$ cat config.mk
export PLATFORM = sky130hd
export DESIGN_NAME = traffic_light_ctrl_param
export DESIGN_NICKNAME = d
export VERILOG_FILES = /design/src/rtl/traffic_light_ctrl_param.sv
export SDC_FILE = /design/constraint.sdc
export NUM_CORES = 1
export LEC_CHECK = 0
export CORE_MARGIN = 2
export CORE_UTILIZATION = 50
export CTS_CLUSTER_SIZE = 10
export DETAILED_ROUTE_END_ITERATION = 7
export PLACE_DENSITY = 0.78
export SLEW_MARGIN = 10
export SYNTH_ARGS = -nofsm -noshare
export SYNTH_HDL_FRONTEND = slang
export SYNTH_SLANG_ARGS = --single-unit
$ cat constraint.sdc
create_clock -name clk -period 1.84 [get_ports clk]
set_input_delay 0.552 -clock clk [delete_from_list [all_inputs] [get_ports clk]]
set_output_delay 0.552 -clock clk [all_outputs]
set_load 0.02 [all_outputs]
$ cat src/rtl/traffic_light_ctrl_param.sv
// Two-road traffic light controller with pedestrian cut-short and flashing-yellow
// maintenance mode. The lamps, the walk signal and the phase are decoded directly
// from the state register, so an asynchronous reset takes effect on the outputs
// at once.
//
// state  | meaning
// MAIN_G | main road green, side road red
// MAIN_Y | main road yellow, side road red
// ALL_R1 | clearance before side green, both red
// SIDE_G | side road green, main road red, walk on
// SIDE_Y | side road yellow, main road red
// ALL_R2 | clearance before main green, both red
// FLASH  | maintenance, both lamps blink yellow
module traffic_light_ctrl_param #(
  parameter int CNT_W     = 8,
  parameter int GREEN_T   = 10,
  parameter int YELLOW_T  = 3,
  parameter int ALLRED_T  = 2,
  parameter int MIN_GREEN = 4,
  parameter int FLASH_T   = 5
) (
  input  logic       clk,
  input  logic       rst,
  input  logic       ped_req,
  input  logic       flash_en,
  output logic [2:0] main_light,
  output logic [2:0] side_light,
  output logic       ped_walk,
  output logic [2:0] phase
);

  typedef enum logic [2:0] {
    MAIN_G = 3'd0,
    MAIN_Y = 3'd1,
    ALL_R1 = 3'd2,
    SIDE_G = 3'd3,
    SIDE_Y = 3'd4,
    ALL_R2 = 3'd5,
    FLASH  = 3'd6
  } state_t;

  localparam logic [CNT_W-1:0] GREEN_LAST  = CNT_W'(GREEN_T - 1);
  localparam logic [CNT_W-1:0] YELLOW_LAST = CNT_W'(YELLOW_T - 1);
  localparam logic [CNT_W-1:0] ALLRED_LAST = CNT_W'(ALLRED_T - 1);
  localparam logic [CNT_W-1:0] MIN_LAST    = CNT_W'(MIN_GREEN - 1);
  localparam logic [CNT_W-1:0] FLASH_LAST  = CNT_W'(FLASH_T - 1);

  localparam logic [2:0] LAMP_OFF = 3'b000;
  localparam logic [2:0] LAMP_R   = 3'b001;
  localparam logic [2:0] LAMP_Y   = 3'b010;
  localparam logic [2:0] LAMP_G   = 3'b100;

  state_t           state, state_nxt;
  logic [CNT_W-1:0] timer;
  logic [CNT_W-1:0] flash_cnt;
  logic             flash_tog;
  logic             ped_pending;
  logic             state_chg;

  // A request arriving this very cycle counts, so a late request still exits
  // on the cycle it is seen once minimum green has elapsed.
  // Next-state selection; flash_en overrides every other transition.
  always_comb begin
    state_nxt = state;
    if (flash_en) begin
      state_nxt = FLASH;
    end else begin
      case (state)
        MAIN_G: if (timer == GREEN_LAST ||
                    ((ped_pending || ped_req) && timer >= MIN_LAST))
                  state_nxt = MAIN_Y;
        MAIN_Y: if (timer == YELLOW_LAST) state_nxt = ALL_R1;
        ALL_R1: if (timer == ALLRED_LAST) state_nxt = SIDE_G;
        SIDE_G: if (timer == GREEN_LAST)  state_nxt = SIDE_Y;
        SIDE_Y: if (timer == YELLOW_LAST) state_nxt = ALL_R2;
        ALL_R2: if (timer == ALLRED_LAST) state_nxt = MAIN_G;
        FLASH:  state_nxt = ALL_R2;
        default: state_nxt = ALL_R2;
      endcase
    end
  end

  assign state_chg = (state_nxt != state);

  // State register.
  always_ff @(posedge clk or posedge rst) begin
    if (rst) state <= MAIN_G;
    else     state <= state_nxt;
  end

  // Phase timer: restarts at every state change, otherwise counts up.
  always_ff @(posedge clk or posedge rst) begin
    if (rst)            timer <= '0;
    else if (state_chg) timer <= '0;
    else                timer <= timer + CNT_W'(1);
  end

  // Blink divider, kept separate from the phase timer; restarts lit on FLASH entry.
  always_ff @(posedge clk or posedge rst) begin
    if (rst) begin
      flash_cnt <= '0;
      flash_tog <= 1'b0;
    end else if (state != FLASH || state_nxt != FLASH) begin
      flash_cnt <= '0;
      flash_tog <= 1'b0;
    end else if (flash_cnt == FLASH_LAST) begin
      flash_cnt <= '0;
      flash_tog <= ~flash_tog;
    end else begin
      flash_cnt <= flash_cnt + CNT_W'(1);
    end
  end

  // Pedestrian request latch: served on SIDE_G entry, frozen during SIDE_G and FLASH.
  always_ff @(posedge clk or posedge rst) begin
    if (rst)
      ped_pending <= 1'b0;
    else if (state != SIDE_G && state_nxt == SIDE_G)
      ped_pending <= 1'b0;
    else if (ped_req && state != SIDE_G && state != FLASH)
      ped_pending <= 1'b1;
  end

  // Lamp and walk decode from the state register.
  always_comb begin
    main_light = LAMP_R;
    side_light = LAMP_R;
    ped_walk   = 1'b0;
    case (state)
      MAIN_G: main_light = LAMP_G;
      MAIN_Y: main_light = LAMP_Y;
      SIDE_G: begin
        side_light = LAMP_G;
        ped_walk   = 1'b1;
      end
      SIDE_Y: side_light = LAMP_Y;
      FLASH: begin
        main_light = flash_tog ? LAMP_OFF : LAMP_Y;
        side_light = flash_tog ? LAMP_OFF : LAMP_Y;
      end
      default: ;
    endcase
  end

  assign phase = state;

endmodule

==> results.yml, run 1 <==
global_routing:
  grt_first_pass_wirelength_um: 5195
  antenna_found_initial: 0
  globalRouteTotalUtil_pct: 24.00
  grt_max_degree: 22
  grt_overflow: 0
  grt_pass1_vias: 1194
floorplanning:
  fp.dieH_um: 55.04
  row_count: 18
  initial_core_util_pct: 52.58
  die-width_um: 55.04
  core_area_mm2: 0.002477
  pin_count: 14
  die_area_mm2: 0.003029
clock_tree:
  cts.sinks: 21
  cts_tree: "yes"
  path_clk_slew_ns: 0.12
  clk_latency_ns: 0.31
  root_buffer: "clkbuf_4"
  clock_path_buffers: 2
  htree_levels: 1
  numCtsBuffers: 3
  ctsHoldBuffers: 0
worst_setup_path:
  path_common_cell: "buf_6"
  crit_chain: "buf_6, or3_4, inv_2, buf_6"
  worst-path-buf-inv: 3
  worst_ep_required_time_ns: 1.29
  arrival_ns: 1.44
  endpoint_kind: "primary output"
  crit-reg2reg-launch: "phase[0]$_DFF_PP0_"
  crit_cells: 4
  slowest_stage: "dfrtp_2"
  crit_type: "reg -> out"
  startpoint_type: "flip-flop"
  r2r_slack_ns: -0.13
  crit_family: "flip-flops"
  r2r_cells: 7
  cp_max_fo: 3
  slowest_delay_ns: 0.48
  startpoint: "phase[0]$_DFF_PP0_"
  r2r_end: "timer[6]$_DFF_PP0_"
placed_design:
  place_ws_ns: -0.2331
  dp_hpwl_um: 2313
  io_buffer_count: 13
  gp_congestion: 0.8396
  place_area_mm2: 0.001673
synthesis:
  syn_inst: 141
  netlist_area_mm2: 0.001302
  syn_nets: 150
  yosysWarnings: 0
  synth_seq_cells: 21
  ys.flop_type: "dfrtp_1"
  synth_top_area_share_pct: 40.35
  synthDistinctLibCells: 39
  synth_edf_count: 0
  yosysSeqAreaShare_pct: 40.35
  synth_area_leaders: "dfrtp_1, nor2_1, xor2_1"
  synth.largest_area_cell: "dfrtp_1"
  yosysMostFrequentCell: "dfrtp_1"
  synth_common_cells: "dfrtp_1, nor2_1, nand3_1"
  syn_avg_cell_area_um2: 9.238
  ys_async_sr_fraction_pct: 100.0
route:
  dr.pass1.iters: 4
  post_drt_via_cell_ratio: 5.644
  antenna_left: 0
  first_iter_violations: 23
  wl_per_cell_um: 16.56
  drcViolationCount: 0
  detailroute.via_count: 1236
  drt-total-wl_um: 3626
sta:
  post-route-min-period_ns: 1.991
  rsz0062_at_grt: "true"
  whs_ns: 0.5318
  fin_crit_sh_pct: 108.2
  worst_pin_slew_ns: 0.4287
  hold_viol_final: 0
  maxSlewHeadroom_pct: 71.42
  setup_viol: 17
  layout_setup_ws_ns: -0.1511
  max_freq_mhz: 502.2
  skew_ns: 0.003954
  drv_slew: 0
pwr:
  vdd_ir_drop_max_mv: 0.6159
  cellLeakagePower_nw: 0.8180
  p_per_area_mw_per_mm2: 612.7
  total_power_mw: 1.135
hold_path:
  holdCritStartpoint: "flash_cnt[0]$_DFF_PP0_"
  holdPathStages: 1
  min-delay-path-class: "reg -> reg"
  hold_end: "flash_cnt[0]$_DFF_PP0_"
layout:
  finalInstanceArea_mm2: 0.001852
  layout.nets: 199
  area_growth_pct: 42.17
  antennaDiodeCount: 0
  drive_above_1_share_pct: 40.21
  n_fill_cell: 171
flow_run:
  maxCapViolCount: 0
run_status:
  status: "complete, but fails checks"
  violations: "negative setup slack"
## registers in the layout, indices dropped and copies added (netlist names)
signal,count
ped_pending,1
timer,8
phase,3
flash_tog,1
flash_cnt,8
## metrics by stage
stage          TNS [ns]  instances  util (%)
2_1_floorplan   -0.1353        141         -
3_3_place_gp     -1.896        207     67.53
3_5_place_dp     -2.518        207     67.53
4_1_cts          -1.519        216     71.31
5_1_grt          -2.667        219     74.75
6_report         -1.633        219     74.75
## cells by family (layout without fill, tap and decap cells)
logic type	Yosys count	count (layout)	share of synthesized area [%]
AND/OR/NAND/NOR	66	66	27.96
AO/OA/AOI/OAI	20	20	12.87
buffers and inverters	16	64	5.282
XOR/XNOR	13	13	8.742
adder cells (fa/ha/maj)	5	5	4.803
flip-flops	21	21	40.35
## repair_timing
action / 4_1_cts / 5_1_grt
setup endpoints to repair: 19 / 19
pin swaps: 10 / 8
gates resized for setup: 54 / 21
setup buffers: 5 / 4
## placed cells by master (no fill, tap or decap), types with 2 or more instances in the layout
master / count
nor2_4: 3
o21ai_0: 4
nand2_1: 4
buf_4: 33
clkbuf_4: 3
nand4_1: 3
xor2_1: 8
ha_1: 2
nand3_1: 10
nor3_1: 4
nor3_2: 3
nor2_1: 16
a21oi_1: 2
ha_2: 3
and3_1: 7
clkdlybuf4s50_1: 3
xnor2_1: 5
dfrtp_2: 3
a41oi_1: 2
nor3b_1: 2
buf_6: 12
inv_1: 7
inv_2: 3
dfrtp_1: 18
a211oi_2: 3
## report_power, final
part	internal, mW	switching, mW	total, mW
Combinational	0.202	0.200	0.403
Sequential	0.478	0.0239	0.502
Clock	0.0812	0.148	0.230
Total	0.762	0.373	1.13
## routing by layer
| layer | share of wire (%) | track usage [%] | vias up | wire length [um] |
|---|---|---|---|---|
| li1 | - | - | 593 | - |
| met1 | 41 | 29.45 | 614 | 1490 |
| met2 | 55 | 43.45 | 23 | 1994 |
| met3 | 2.4 | 1.882 | 6 | 88 |
| met4 | 1.5 | 9.350 | 0 | 53 |
| met5 | 0 | 0 | - | 0 |
## layout make-up
cell class              count  area (um^2)  area share [%]
clock buffers               3        22.52           1.216
clock inverters             1        5.005          0.2703
inverters                  10        37.54           2.027
multi-input cells         104        788.3           42.57
flip-flops and latches     21        529.3           28.58
well taps                  30        37.54           2.027
repair buffers             50        431.7           23.31
## how the worst max path moves through the flow
stage	endpoint	slack, ns
2_1_floorplan	main_light[1]	-0.08
3_3_place_gp	main_light[2]	-0.18
3_5_place_dp	main_light[1]	-0.23
4_1_cts	main_light[1]	-0.18
5_1_grt	timer[3]$_DFF_PP0_	-0.21
6_report	main_light[2]	-0.15
## worst reg2reg max path, stage by stage, from the launching register on
cell and delay (ns):
dfrtp_2 0.48, buf_6 0.14, or3_4 0.35, buf_6 0.13
a211oi_2 0.16, a211oi_2 0.10, o32ai_4 0.40, nor2_1 0.10
(Power assumes the default switching activity.)
==> run 2, diff against run 1 <==
- CAP_MARGIN: unset -> 40
- GPL_TIMING_DRIVEN: unset -> 0
==> results.yml, run 2 (synthesis gave the netlist of run 1 again) <==
sta:
  setup_viol: 16
  fin_crit_sh_pct: 111.4
  maxSlewHeadroom_pct: 44.37
  skew_ns: 0.01926
  max_freq_mhz: 487.8
  post-route-min-period_ns: 2.050
  hold_viol_final: 0
  drv_slew: 0
  layout_setup_ws_ns: -0.2100
  worst_pin_slew_ns: 0.8335
  rsz0062_at_grt: "true"
floorplanning:
  die-width_um: 55.04
  pin_count: 14
  row_count: 18
  die_area_mm2: 0.003029
  fp.dieH_um: 55.04
  initial_core_util_pct: 52.58
  core_area_mm2: 0.002477
hold_path:
  holdPathStages: 1
  min-delay-path-class: "reg -> reg"
run_status:
  violations: "negative setup slack"
  status: "complete, but fails checks"
worst_setup_path:
  startpoint_type: "flip-flop"
  worst_ep_required_time_ns: 2.00
  r2r_cells: 8
  endpoint_kind: "flip-flop"
  crit_type: "reg -> reg"
  arrival_ns: 2.21
  cp_max_fo: 8
route:
  antenna_left: 0
  dr.pass1.iters: 4
  first_iter_violations: 43
  detailroute.via_count: 1218
  drcViolationCount: 0
  wl_per_cell_um: 16.67
  post_drt_via_cell_ratio: 5.913
  drt-total-wl_um: 3433
pwr:
  switching_share_pct: 32.85
  internal-power_uw: 756.0
  vdd_ir_drop_max_mv: 0.4603
  clockPowerShare_pct: 20.3
  p_comb_share_pct: 35.1
  total_power_mw: 1.126
  p_switching_uw: 369.8
  pwr-share-seq_pct: 44.5
  cellLeakagePower_nw: 0.7686
  p_per_area_mw_per_mm2: 612.1
layout:
  drive_above_1_share_pct: 36.36
  utilization_pct: 74.24
  mostFrequentLayoutCell: "dfrtp_1"
  most-common-layout-cells: "dfrtp_1, nor2_1, buf_4, buf_6, nand3_1"
  regArea_um2: 529.3
  antennaDiodeCount: 0
  layout.nets: 186
  area_growth_pct: 41.21
  multi_input_area_um2: 827.0
  n_fill_cell: 160
  layoutNonFillerInstCount: 206
placed_design:
  place_inst: 184
  gp_congestion: 0.8678
  io_buffer_count: 13
  dp_hpwl_um: 1881
  place_ws_ns: -0.6472
clock_tree:
  cts.sinks: 21
  path_clk_slew_ns: 0.13
  htree_levels: 1
  cts_tree: "yes"
  root_buffer: "clkbuf_4"
  numCtsBuffers: 3
  clock_path_buffers: 2
  ctsHoldBuffers: 0
  clk_latency_ns: 0.31
global_routing:
  antenna_found_initial: 0
  grt_util_met2_pct: 38.29
  grt_first_pass_wirelength_um: 4857
  top_usage_layer: "met2"
  grt_overflow: 0
  gr-usage-met3_pct: 4.839
  globalRouteTotalUtil_pct: 23.13
  use_met1_pct: 27.63
  grt_max_degree: 22
  grt_pass1_vias: 1099
flow_run:
  maxCapViolCount: 0
==> run 2: per-stage QoR <==
stage          hold slack [ns]  TNS, ns  area [um^2]
6_report                0.5394   -2.273         1839
4_1_cts                 0.5120   -1.259         1730
3_3_place_gp            0.5158   -7.185         1488
2_1_floorplan           0.4874  -0.1353         1320
5_1_grt                 0.5797   -3.086         1839
3_5_place_dp            0.5293   -7.918         1488
==> run 2: timing repair <==
| item | CTS | global route |
|---|---|---|
| setup buffers | 13 | 4 |
| pin swaps | 9 | 10 |
| setup endpoints to repair | 19 | 24 |
| gates cloned | 1 | 0 |
| resized for setup | 70 | 21 |
==> run 2: path summary, 6_finish.rpt <==
path | start | endpoint | slack [ns]
max | phase[0]$_DFF_PP0_ | timer[2]$_DFF_PP0_ | -0.21
min | flash_cnt[0]$_DFF_PP0_ | flash_cnt[0]$_DFF_PP0_ | 0.54
max reg2reg | phase[0]$_DFF_PP0_ | timer[2]$_DFF_PP0_ | -0.21
min reg2reg | flash_cnt[0]$_DFF_PP0_ | flash_cnt[0]$_DFF_PP0_ | 0.54
max in group asynchronous | rst | timer[0]$_DFF_PP0_ | 0.56
min in group asynchronous | rst | phase[2]$_DFF_PP0_ | 0.69
==> run 2: metal layers <==
layer / up-vias / part of all wire (%) / routed length (um)
met3: 14 / 4.1 / 141
met2: 43 / 51 / 1743
met4: 0 / 3.1 / 108
met5: - / 0 / 0
met1: 591 / 42 / 1439
li1: 570 / - / -
==> run 2: cell type report <==
cell class,count,area share (%)
buffer,6,4.354
clock buffer,4,1.429
inverter,10,2.313
multi-input combinational,104,44.97
sequential,21,28.78
tap,30,2.041
timing repair buffer,31,16.12
==> run 2: worst max-delay path, cell delays in order (launching register included) <==
cell	delay, ns
dfrtp_2	0.45
buf_6	0.12
buf_6	0.10
or4bb_1	0.51
o211ai_2	0.09
a211oi_2	0.12
o32ai_4	0.28
buf_12	0.18
nor3_4	0.04
==> run 2: power groups by stage <==
stage / combinational, mW / clock (mW) / sequential [mW]
floorplan: 0.150 / 0 / 0.513
global placement: 0.226 / 0 / 0.511
detailed placement: 0.231 / 0 / 0.512
CTS: 0.319 / 0.239 / 0.500
global route: 0.422 / 0.259 / 0.505
finish: 0.396 / 0.229 / 0.501
